$ cat config.mk
export PLATFORM = sky130hd
export DESIGN_NAME = mem_arbiter
export DESIGN_NICKNAME = d
export VERILOG_FILES = /design/src/rtl/mem_arbiter.sv
export SDC_FILE = /design/constraint.sdc
export NUM_CORES = 1
export LEC_CHECK = 0
export ABC_AREA = 1
export CELL_PAD_IN_SITES_DETAIL_PLACEMENT = 1
export CELL_PAD_IN_SITES_GLOBAL_PLACEMENT = 2
export CORE_AREA = 5 5 205 207
export DETAILED_ROUTE_END_ITERATION = 12
export DIE_AREA = 0 0 210 212
export DONT_BUFFER_PORTS = 1
export GPL_ROUTABILITY_DRIVEN = 0
export MAX_ROUTING_LAYER = met4
export PLACE_DENSITY = 0.53
export SKIP_LAST_GASP = 1
export SYNTH_ARGS = -nofsm -noshare
export SYNTH_HDL_FRONTEND = slang
export SYNTH_SLANG_ARGS = --single-unit
$ cat constraint.sdc
create_clock -name clk -period 3.7 [get_ports clk]
set_input_delay 0.37 -clock clk [delete_from_list [all_inputs] [get_ports clk]]
set_output_delay 0.37 -clock clk [all_outputs]
set_load 0.005 [all_outputs]
$ cat src/rtl/mem_arbiter.sv
// Shares one single-outstanding bus between fetch (IF) and data (MEM) requesters; MEM has priority
// unless MEM_ARB_STARVE_GUARD_EN is defined. Bus request 1 cycle after arbitration; responses pass through combinationally.

module mem_arbiter #(
    parameter int ADDR_W     = 64,
    parameter int DATA_W     = 64,
    parameter int STARVE_MAX = 4
) (
    input  logic                  clk,
    input  logic                  rst,
    input  logic                  if_req,
    input  logic [ADDR_W-1:0]     if_addr,
    input  logic                  if_flush,
    output logic                  if_resp_valid,
    output logic [DATA_W-1:0]     if_rdata,
    input  logic                  mem_req,
    input  logic                  mem_we,
    input  logic [ADDR_W-1:0]     mem_addr,
    input  logic [DATA_W-1:0]     mem_wdata,
    input  logic [DATA_W/8-1:0]   mem_wstrb,
    output logic                  mem_resp_valid,
    output logic [DATA_W-1:0]     mem_rdata,
    output logic                  bus_req,
    output logic                  bus_we,
    output logic [ADDR_W-1:0]     bus_addr,
    output logic [DATA_W-1:0]     bus_wdata,
    output logic [DATA_W/8-1:0]   bus_wstrb,
    input  logic                  bus_gnt,
    input  logic                  bus_rvalid,
    input  logic [DATA_W-1:0]     bus_rdata
);

    localparam int STRB_W = DATA_W / 8;

    typedef enum logic [1:0] {
        S_IDLE = 2'd0,
        S_ADDR = 2'd1,
        S_WAIT = 2'd2
    } state_t;

    state_t              state_q, state_d;
    logic                owner_mem_q, owner_mem_d;
    logic                discard_q, discard_d;
    logic                bus_req_q, bus_req_d;
    logic                bus_we_q, bus_we_d;
    logic [ADDR_W-1:0]   bus_addr_q, bus_addr_d;
    logic [DATA_W-1:0]   bus_wdata_q, bus_wdata_d;
    logic [STRB_W-1:0]   bus_wstrb_q, bus_wstrb_d;

    logic                if_elig;
    logic                if_prio;
    logic                grant_if;
    logic                grant_mem;

    // A flushing fetch is not a candidate, even in the cycle it is still asserted.
    assign if_elig = if_req && !if_flush;

`ifdef MEM_ARB_STARVE_GUARD_EN
    logic [3:0] starve_q, starve_d;

    assign if_prio = (starve_q == 4'(STARVE_MAX));

    always_comb begin
        starve_d = starve_q;
        if (grant_if) begin
            starve_d = '0;
        end else if ((state_q == S_IDLE) && !if_req) begin
            starve_d = '0;
        end else if (grant_mem && if_elig && (starve_q != 4'hF)) begin
            starve_d = starve_q + 4'd1;
        end
    end

    always_ff @(posedge clk or negedge rst) begin
        if (!rst) begin
            starve_q <= '0;
        end else begin
            starve_q <= starve_d;
        end
    end
`else
    assign if_prio = 1'b0;
`endif

    always_comb begin
        state_d     = state_q;
        owner_mem_d = owner_mem_q;
        discard_d   = discard_q;
        bus_req_d   = bus_req_q;
        bus_we_d    = bus_we_q;
        bus_addr_d  = bus_addr_q;
        bus_wdata_d = bus_wdata_q;
        bus_wstrb_d = bus_wstrb_q;
        grant_if    = 1'b0;
        grant_mem   = 1'b0;

        case (state_q)
            S_IDLE: begin
                discard_d = 1'b0;
                if (mem_req && !(if_prio && if_elig)) begin
                    grant_mem   = 1'b1;
                    state_d     = S_ADDR;
                    owner_mem_d = 1'b1;
                    bus_req_d   = 1'b1;
                    bus_we_d    = mem_we;
                    bus_addr_d  = mem_addr;
                    bus_wdata_d = mem_wdata;
                    bus_wstrb_d = mem_wstrb;
                end else if (if_elig) begin
                    grant_if    = 1'b1;
                    state_d     = S_ADDR;
                    owner_mem_d = 1'b0;
                    bus_req_d   = 1'b1;
                    bus_we_d    = 1'b0;
                    bus_addr_d  = if_addr;
                    bus_wdata_d = '0;
                    bus_wstrb_d = '0;
                end
            end
            S_ADDR: begin
                if (if_flush && !owner_mem_q) begin
                    discard_d = 1'b1;
                end
                if (bus_gnt) begin
                    bus_req_d = 1'b0;
                    state_d   = S_WAIT;
                end
            end
            S_WAIT: begin
                if (if_flush && !owner_mem_q) begin
                    discard_d = 1'b1;
                end
                // The discard flag only lives for the abandoned transaction.
                if (bus_rvalid) begin
                    state_d   = S_IDLE;
                    discard_d = 1'b0;
                end
            end
            default: begin
                state_d   = S_IDLE;
                discard_d = 1'b0;
                bus_req_d = 1'b0;
            end
        endcase
    end

    always_ff @(posedge clk or negedge rst) begin
        if (!rst) begin
            state_q     <= S_IDLE;
            owner_mem_q <= 1'b0;
            discard_q   <= 1'b0;
            bus_req_q   <= 1'b0;
            bus_we_q    <= 1'b0;
            bus_addr_q  <= '0;
            bus_wdata_q <= '0;
            bus_wstrb_q <= '0;
        end else begin
            state_q     <= state_d;
            owner_mem_q <= owner_mem_d;
            discard_q   <= discard_d;
            bus_req_q   <= bus_req_d;
            bus_we_q    <= bus_we_d;
            bus_addr_q  <= bus_addr_d;
            bus_wdata_q <= bus_wdata_d;
            bus_wstrb_q <= bus_wstrb_d;
        end
    end

    // A flush arriving with the response still swallows it.
    assign if_resp_valid  = (state_q == S_WAIT) && !owner_mem_q && bus_rvalid
                            && !discard_q && !if_flush;
    assign mem_resp_valid = (state_q == S_WAIT) && owner_mem_q && bus_rvalid;
    assign if_rdata       = bus_rdata;
    assign mem_rdata      = bus_rdata;

    assign bus_req   = bus_req_q;
    assign bus_we    = bus_we_q;
    assign bus_addr  = bus_addr_q;
    assign bus_wdata = bus_wdata_q;
    assign bus_wstrb = bus_wstrb_q;

endmodule

Word-level counts from Yosys, hierarchy flattened
Cells that the tools add are included.

storage, ports and cells
  register bits = 142
  bits in latches = 0
  RAM bits = 0
  ROM bits = 0
  input port bits = 272
  memories kept = 0

cells by class
  $add $sub $neg = 0
  multiply operators = 0
  divide/modulo/power cells = 0
  order comparisons = 0
  equality and inequality tests = 5
  shift-type cells = 0
  mux-type cells = 21
  bitwise gates (word level) = 1
  reduce and logical (&&, ||, !) cells = 16

operator list
  kind                  number
  $mux W64              4
  $mux W8               2
  $logic_and A1 B1 Y1   8
  $mux W1               8
  $mux W2               4
  $pmux W2 S3           1
  $reduce_and A3 Y1     2
  $ne A2 B2 Y1 const B  2
  $logic_not A1 Y1      3
  $ne A3 B3 Y1 const B  1
  $pmux W1 S3           1
  $eq A2 B1 Y1 const B  1
  $eq A2 B2 Y1 const B  1
  $logic_not A2 Y1      1
  $pmux W1 S2           1
  $reduce_and A2 Y1     1
  $reduce_bool A2 Y1    1
  $not A1 Y1            1

Depth between registers and ports, before layout
Gate-level depths: netlist of run 1.

  word-level depth = 5
  gate-level depth with buffers = 8
  mapped depth without buffers = 8

Least setup slack after synthesis of run 1
Ideal clock, no wire load.

  path kind = flip-flop to flip-flop
  start = register state_q[0]
  end = register bus_addr_q[50], in the netlist bus_addr[50]
  setup time = 0.066 ns
  data arrival time = 1.247 ns
  path slack = 2.386 ns
  cell stages (with the launch flop) = 8
  buffers on the path = 3
  period minus slack after synthesis = 1.314 ns
  path through = dfrtp_1 inv_1 ha_1 buf_2 buf_2 buf_2 nand3_1 nand2_1

on the way
  word-level cells in the longest chain between the ends = 2

ends and longest elaborated chain
  element                      RTL line  RTL
  from (decl)                  41        state_t state_q, state_d;
  from (signal assigned)       158       state_q <= state_d;
  $logic_not A2 Y1             97        case (state_q)
  $reduce_and A2 Y1 (no line)  n/a
  to (signal assigned)         163       bus_addr_q <= bus_addr_d;
  to (decl)                    46        logic [ADDR_W-1:0] bus_addr_q, bus_addr_d;

Every way passes these cells.
A chain may end at the register's enable or synchronous reset.

Worst setup path in the final report of run 1
  start = register state_q[0]
  end = register bus_addr_q[5], in the netlist bus_addr[5]

The elaborated chain is that of the path after synthesis.

==> results of run 1 <==
==> sequential cells by signal (all words and copies together) (netlist names) <==
| name | count |
|---|---|
| bus_wdata | 64 |
| discard_q | 1 |
| state_q | 2 |
| bus_wstrb | 8 |
| bus_addr | 64 |
| bus_we | 1 |
| bus_req | 1 |
| owner_mem_q | 1 |
==> area by class of cell <==
type | instances | area (um2) | share of cell area, %
Sequential cell | 142 | 3550 | 47.6
Tap cell | 532 | 666 | 8.91
Timing Repair Buffer | 10 | 105 | 1.41
Clock buffer | 18 | 429 | 5.75
Clock inverter | 14 | 139 | 1.86
Inverter | 9 | 33.8 | 0.452
Multi-Input combinational cell | 636 | 2540 | 34.0
==> cells by family after synthesis <==
group                      synth area share [%]
DFF                                        48.0
AOI/OAI and AO/OA                         0.203
and+or+nand+nor                            33.1
adders and majority gates                 0.676
buffers and inverters                      18.0
==> routing by layer <==
layer  GRT usage, %  part of all wire [%]  vias up
li1               -                     -     2521
met3           5.55                    11       43
met1           13.2                    40     2531
met2           17.5                    46      318
met5              -                     0        -
met4           4.77                   2.4        0
==> layout by cell type (no fill, tap or decap) <==
master	synthesis	layout
a21oi_1	2	2
buf_16	0	1
buf_4	134	5
bufinv_16	0	1
clkbuf_1	4	1
clkbuf_16	0	17
clkinv_4	0	2
clkinvlp_4	0	8
dfrtp_1	142	142
dlygate4sd3_1	0	4
ha_1	4	3
ha_4	0	1
inv_1	7	7
inv_2	2	2
inv_6	0	1
inv_8	0	2
nand2_1	555	555
nand2_4	0	2
nand3_1	68	68
nor2_1	3	3
nor4_1	1	1
o21ai_0	1	1
==> critical path: stages (launching register included) <==
cell and delay, ps:
dfrtp_1 400, inv_1 100, ha_4 210, nand2_4 380, buf_4 890, nand2_1 110
nand2_1 100
==> path summary, 6_finish.rpt <==
check,to,slack (ps),depth (start not counted),start
worst max-delay path,bus_addr[5],1290,6,state_q[0]
worst min-delay path,bus_wdata[54],40,2,mem_wdata[54]
worst max register to register,bus_addr[5],1290,6,state_q[0]
worst min register to register,bus_wdata[11],500,2,bus_wdata[11]
max in group asynchronous,bus_req,2510,2,rst
min in group asynchronous,bus_wdata[7],580,2,rst
==> power by group <==
| part | internal (mW) | switching [mW] | total, mW | leakage (nW) |
|---|---|---|---|---|
| clock | 0.935 | 0.763 | 1.70 | 0.251 |
| sequential | 2.26 | 0.696 | 2.96 | 1.78 |
| combinational | 0.464 | 1.02 | 1.48 | 1.93 |
| total | 3.66 | 2.48 | 6.14 | 3.96 |
==> through the flow <==
stage,hold WS (ps),setup slack [ps]
2_1_floorplan,74.4,2390
3_3_place_gp,78.7,1230
3_5_place_dp,78.8,1190
4_1_cts,0.377,1170
5_1_grt,11.9,1060
6_report,40.7,1290
==> timing repair <==
item / CTS / global route
endpoints found under the setup margin: 0 / 0
hold endpoints to repair: 145 / 0
hold buffers: 5 / 0
==> impl_metrics.yaml, run 1 <==
logic_synthesis:
  netlist_top_cells_count: "nand2_1, dfrtp_1, buf_4"
  syn-cell-area_um2: 7410
  ys_ff_latch: 142
  synth_top_area_share_pct: 48.0
  syn_nets: 1242
  ys.flop_type: "dfrtp_1"
  synth_most_common_cell: "nand2_1"
  synth_area_leader_cell: "dfrtp_1"
  async_flop_share_pct: 100
  ys_top_cells_by_area: "dfrtp_1, nand2_1, buf_4, nand3_1, buf_2"
  synth_edf_count: 0
  seq_area_frac_synth_pct: 48.0
  syn_inst: 966
  netlist-cell-type-count: 16
  synth.avg_cell_area_um2: 7.67
  yosys_warnings: 0
die:
  die_w_um: 210
  start_util_pct: 18.4
  core_area_um2: 40200
  ioPinCount: 540
  dieArea_um2: 44500
  die_h_um: 212
  std_cell_rows: 74
final_layout:
  finalNonFillerCells: 1361
  final_area_um2: 7470
  layout-drive-gt1-share_pct: 5.07
  fin_nets: 1092
  fin_util_pct: 18.6
  nFillCells: 4825
  diodes: 0
  area_delta_synth_final_pct: 0.828
place:
  placed_cells: 1324
  dpl_cell_area_um2: 6830
  io_buffers: 0
  place_hpwl_um: 18200
power_and_ir_drop:
  leakagePower_nw: 3.96
  power.total_mw: 6.14
  vdd_drop_max_mv: 0.240
  powerDensity_nw_per_um2: 822
sta:
  setup_tns_ps: 0
  tightestPinTransition_ps: 1130
  fmax_mhz: 415
  min_period_ps: 2410
  drv_slew: 0
  finalCritPeriodShare_pct: 65.1
  finClkSkew_ps: 3.71
  finalHoldViolCount: 0
  maxSlewHeadroom_pct: 24.9
  setup_viol: 0
  grt_setup_unrepaired: "false"
setup_path:
  crit_path_start_kind: "flip-flop"
  required_ps: 4080
  arrival_ps: 2790
  cp_max_fo: 97
  end_kind: "flip-flop"
  critPathKind: "flip-flop to flip-flop"
routing:
  detail_route.wl_per_cell_um: 18.7
  finalWirelength_um: 25500
  drc_errors: 0
  via_per_inst: 3.98
  drtAntennaViolNets: 0
  vias: 5413
  drt_first_pass_iters: 4
  first_iter_violations: 271
clock_tree:
  cts.path.max_buffers: 2
  cts_tree: "built"
  cts-resized-gates: 0
  cts_made_buffers: 17
  clock_latency_ps: 440
  postCtsSetupBuffers: 0
  root_buffer: "clkbuf_16"
  htree_num_levels: 4
  path_clk_slew_ps: 70
  cts.sinks: 142
run:
  maxCapViolCount: 0
grt:
  grt_max_degree: 143
  antenna_found_initial: 0
  grt_pass1_vias: 5708
  globalRouteOverflowTotal: 0
  grt_pass1_wl_um: 37800
  grt_util_all_layers_pct: 11.6
run_status:
  status: "completed"
min_path:
  hp-class: "input port to flip-flop"
Note: power is estimated with default switching activity, not from simulation.
==> run 2: changes to the inputs <==
CORE_AREA = 5 5 208 210   (was 5 5 205 207)
DIE_AREA = 0 0 213 215   (was 0 0 210 212)
PLACE_DENSITY = 0.51   (was 0.53)
clock period = 2.3 ns   (was 3.7 ns; I/O delays follow)
==> run 2 against run 1 <==
  * Design area is 19% higher
  * Clock power is 68% higher
  * Worst hold slack got worse by 570 ps
  * Die area rose by 2.9%
  * Clock skew is 4.0 ps higher
  * Core utilization increased by 2.8 points
  * Global-route usage rose by 0.58 points
  * First-iteration DRC count grew 35%
  * Setup slack got worse by 1000 ps
  * The flow now finishes with violations (negative hold slack)
  * Flip-flop and latch count stayed put
  * Non-clock buffer count rose by 134
  * Highest routed layer unchanged
  * Critical path depth decreased by 2
==> impl_metrics.yaml, run 2 (synthesis results as in run 1) <==
sta:
  setup_viol: 0
  finClkSkew_ps: 7.72
  setup_tns_ps: 0
  min_period_ps: 2000
  hold_slack_ps: -529
  tightestPinTransition_ps: 751
  fmax_mhz: 499
  finalHoldViolCount: 142
  drv_slew: 0
  grt_setup_unrepaired: "false"
  finalCritPeriodShare_pct: 87.1
  maxSlewHeadroom_pct: 49.9
clock_tree:
  cts_tree: "built"
  htree_num_levels: 4
  cts.path.max_buffers: 2
  path_clk_slew_ps: 70
  cts-resized-gates: 0
  root_buffer: "clkbuf_16"
  postCtsHoldBufs: 136
  clock_latency_ps: 450
  cts_made_buffers: 17
  postCtsSetupBuffers: 0
  cts.sinks: 142
power_and_ir_drop:
  p_switching_mw: 4.03
  intPower_mw: 6.28
  seqPwrFrac_pct: 46.3
  pwr-share-comb_pct: 26.0
  leakagePower_nw: 4.57
  p_clk_share_pct: 27.7
  switching_share_pct: 39.1
  vdd_drop_max_mv: 0.360
  powerDensity_nw_per_um2: 1160
grt:
  grt_max_degree: 143
  antenna_found_initial: 0
  grt_pass1_wl_um: 40900
  globalRouteOverflowTotal: 0
  grt_util_all_layers_pct: 12.2
  grt_pass1_vias: 6530
setup_path:
  cp_max_fo: 4
  critical_path.slowest_cell: "dfrtp_1"
  path_cells: "inv_1 -> ha_1 -> nand2_1 -> nor4_1"
  required_ps: 2070
  rrSetupSlack_ps: 600
  critPathKind: "flip-flop to output pin"
  r2r-start: "state_q[0]"
  reg2reg_depth: 7
  slowest_delay_ps: 420
  r2r-end: "bus_wdata[33]"
  end_kind: "output pin"
  startpoint: "state_q[0]"
  arrival_ps: 1770
  crit_path_start_kind: "flip-flop"
final_layout:
  multi_input_area_um2: 2540
  fin_nets: 1226
  fin_util_pct: 21.4
  final_area_um2: 8860
  layout-drive-gt1-share_pct: 4.57
  finalNonFillerCells: 1502
  regArea_um2: 3550
  diodes: 0
  area_delta_synth_final_pct: 19.7
  layout_commonest_cell: "nand2_1"
  nFillCells: 4912
  layout_common_cells: "nand2_1, dfrtp_1, dlygate4sd3_1, nand3_1, clkbuf_16"
routing:
  highest_layer: "met4"
  met2_length_um: 12500
  vias: 5918
  via_per_inst: 3.94
  first_iter_violations: 365
  drt_first_pass_iters: 4
  drtAntennaViolNets: 0
  drc_errors: 0
  wl_met3_um: 2830
  detail_route.wl_per_cell_um: 18.2
  finalWirelength_um: 27300
  wl_met1_um: 11500
die:
  die_w_um: 213
  std_cell_rows: 75
  dieArea_um2: 45800
  die_h_um: 215
  ioPinCount: 540
  core_area_um2: 41400
  start_util_pct: 17.9
run:
  maxCapViolCount: 0
run_status:
  violations: "negative hold slack"
  status: "finished with violations"
min_path:
  hp-class: "input port to asynchronous set/reset pin"
place:
  placed_cells: 1334
  dpl_cell_area_um2: 6910
  io_buffers: 0
  place_hpwl_um: 18100
run 2: cell count changes in the layout (fill, tap and decap cells not counted), sizes merged:
| cell | delta |
|---|---|
| dlygate4sd3 | +131 |
| bufinv | +1 |
| buf | +3 |
| clkbuf | +2 |
| clkinvlp | -6 |
| clkinv | +3 |
run 2: area by class of cell:
cell class | count | share of cell area [%]
Clock buffer | 20 | 5.04
Clock inverter | 12 | 1.54
Inverter | 9 | 0.381
Multi-Input combinational cell | 636 | 28.6
Sequential cell | 142 | 40.1
Tap cell | 539 | 7.61
Timing Repair Buffer | 144 | 16.7
run 2: metrics by stage:
step	power [mW]	setup WS, ps	hold slack [ps]
2_1_floorplan	6.54	986	-65.6
3_5_place_dp	7.41	577	-61.7
5_1_grt	11.2	81.2	-566
6_report	10.3	296	-529
3_3_place_gp	7.34	600	-61.7
4_1_cts	10.6	222	-576
run 2: worst max-delay path by stage:
stage	endpoint	slack (ps)	cells past startpoint
2_1_floorplan	bus_addr[50]	990	7
3_3_place_gp	bus_addr[63]	600	6
3_5_place_dp	bus_wstrb[6]	580	7
4_1_cts	if_resp_valid	220	4
5_1_grt	if_resp_valid	80	4
6_report	if_resp_valid	300	4
run 2: power groups by stage:
| stage | combinational [mW] | sequential, mW | clock [mW] |
|---|---|---|---|
| 2_1_floorplan | 2.20 | 4.34 | 0 |
| 3_3_place_gp | 2.47 | 4.86 | 0 |
| 3_5_place_dp | 2.56 | 4.85 | 0 |
| 4_1_cts | 2.78 | 4.82 | 3.00 |
| 5_1_grt | 3.15 | 4.94 | 3.08 |
| 6_report | 2.68 | 4.76 | 2.86 |
run 2: per-layer routing:
| layer | global-route usage [%] | vias to the layer above |
|---|---|---|
| met5 | - | - |
| met4 | 3.97 | 0 |
| met3 | 4.93 | 35 |
| met2 | 19.0 | 289 |
| met1 | 14.2 | 2815 |
| li1 | - | 2779 |
run 2: worst max-delay path: cells and delay by family (launching register included):
kind | cells | cell delay [ps]
adder cells (fa/ha/maj) | 1 | 290
buffers and inverters | 1 | 140
flip-flops | 1 | 420
AND/OR/NAND/NOR | 2 | 470
==> run 3: changes to the inputs <==
CTS_BUF_LIST = sky130_fd_sc_hd__clkbuf_4 sky130_fd_sc_hd__clkbuf_8   (was default)
GPL_TIMING_DRIVEN = 0   (was default)
==> run 3 against run 2 <==
  * The run still ends with negative hold slack left
  * Setup slack better by 97 ps
  * Clock-buffer cell count is 2 lower
  * Critical path depth is 3 higher
  * Critical endpoint is now bus_addr[3]
  * Largest cell class unchanged
==> impl_metrics.yaml, run 3 (synthesis results as in run 1) <==
sta:
  finalCritPeriodShare_pct: 82.9
  finClkSkew_ps: 10.0
  finalHoldViolCount: 142
  tightestPinTransition_ps: 571
  hold_slack_ps: -561
  fmax_mhz: 525
  setup_viol: 0
  min_period_ps: 1910
  setup_ws_ps: 394
  grt_setup_unrepaired: "false"
  drv_slew: 0
  maxSlewHeadroom_pct: 61.9
  setup_tns_ps: 0
clock_tree:
  clock_latency_ps: 480
  htree_num_levels: 4
  cts-resized-gates: 0
  path_clk_slew_ps: 80
  cts_tree: "built"
  postCtsSetupBuffers: 0
  cts.path.max_buffers: 2
  root_buffer: "clkbuf_8"
  cts.sinks: 142
  cts_made_buffers: 17
  postCtsHoldBufs: 191
setup_path:
  arrival_ps: 2320
  critical_path.slowest_cell: "buf_2"
  path_cells: "inv_1 -> ha_1 -> buf_2 -> buf_2 -> buf_2 -> nand3_1 -> nand2_1"
  slowest_delay_ps: 420
  path_buf_inv: 4
  crit_path_start_kind: "flip-flop"
  required_ps: 2710
  end_kind: "flip-flop"
  crit_family: "buffers and inverters"
  cp_max_fo: 10
  critPathKind: "flip-flop to flip-flop"
  crit_top_cell: "buf_2"
routing:
  drc_errors: 0
  via_per_inst: 3.92
  drt_first_pass_iters: 4
  first_iter_violations: 242
  vias: 6776
  finalWirelength_um: 32400
  drtAntennaViolNets: 0
  detail_route.wl_per_cell_um: 18.7
final_layout:
  regArea_um2: 3550
  multi_input_area_um2: 2520
  area_delta_synth_final_pct: 40.4
  finalNonFillerCells: 1727
  layout_commonest_cell: "nand2_1"
  final_area_um2: 10400
  layout_common_cells: "nand2_1, dlygate4sd3_1, dfrtp_1, buf_4, nand3_1"
  fin_util_pct: 25.1
  diodes: 0
  layout-drive-gt1-share_pct: 17.6
  fin_nets: 1452
  nFillCells: 4990
run:
  maxCapViolCount: 0
grt:
  grt_max_degree: 143
  antenna_found_initial: 0
  grt_pass1_vias: 7519
  grt_util_all_layers_pct: 13.9
  globalRouteOverflowTotal: 0
  grt_pass1_wl_um: 47100
run_status:
  status: "finished with violations"
  violations: "negative hold slack"
power_and_ir_drop:
  power.total_mw: 10.2
  vdd_drop_max_mv: 0.288
  leakagePower_nw: 5.50
  powerDensity_nw_per_um2: 982
die:
  ioPinCount: 540
  die_w_um: 213
  die_h_um: 215
  dieArea_um2: 45800
  start_util_pct: 17.9
  core_area_um2: 41400
  std_cell_rows: 75
place:
  placed_cells: 1505
  dpl_cell_area_um2: 8080
  io_buffers: 0
  dp_slack_ps: 351
  place_hpwl_um: 24200
min_path:
  hp-class: "input port to asynchronous set/reset pin"
==> run 3: worst register-to-register path: stages (launching register included) <==
cell     delay (ps)
dfrtp_1         410
inv_1           110
ha_1            140
buf_2           150
buf_2           280
buf_2           430
nand3_1         210
nand2_1         110
==> run 3: path summary, 6_finish.rpt <==
path                                 end  cells past startpoint  slack (ps)          start
min                         bus_wdata[6]                      0        -560            rst
min in group clk            bus_addr[61]                      4          40    if_addr[61]
max reg2reg                  bus_addr[3]                      7         390     state_q[1]
min reg2reg                bus_wdata[13]                      2         510  bus_wdata[13]
max in group asynchronous    bus_addr[3]                      0        2570            rst
max                          bus_addr[3]                      7         390     state_q[1]
==> run 3: final cells by class <==
cell class | count | share of cell area (%)
Sequential cell | 142 | 34.2
Multi-Input combinational cell | 636 | 24.2
Timing Repair Buffer | 191 | 18.4
Buffer | 179 | 12.5
Tap cell | 539 | 6.49
Clock buffer | 18 | 2.32
Clock inverter | 13 | 1.58
Inverter | 9 | 0.325
==> run 3: per-layer routing <==
metal	track usage [%]	wire (um)	vias up
met5	-	0	-
li1	-	-	3233
met4	3.58	399	0
met2	23.2	16000	280
met1	16.2	13000	3241
met3	4.67	3020	22
==> run 3: where the power goes <==
group / switching, mW / internal (mW) / total (mW) / leakage [nW]
clock network: 1.11 / 1.08 / 2.19 / 0.203
registers: 1.18 / 3.63 / 4.81 / 1.78
logic: 1.89 / 1.31 / 3.20 / 3.52
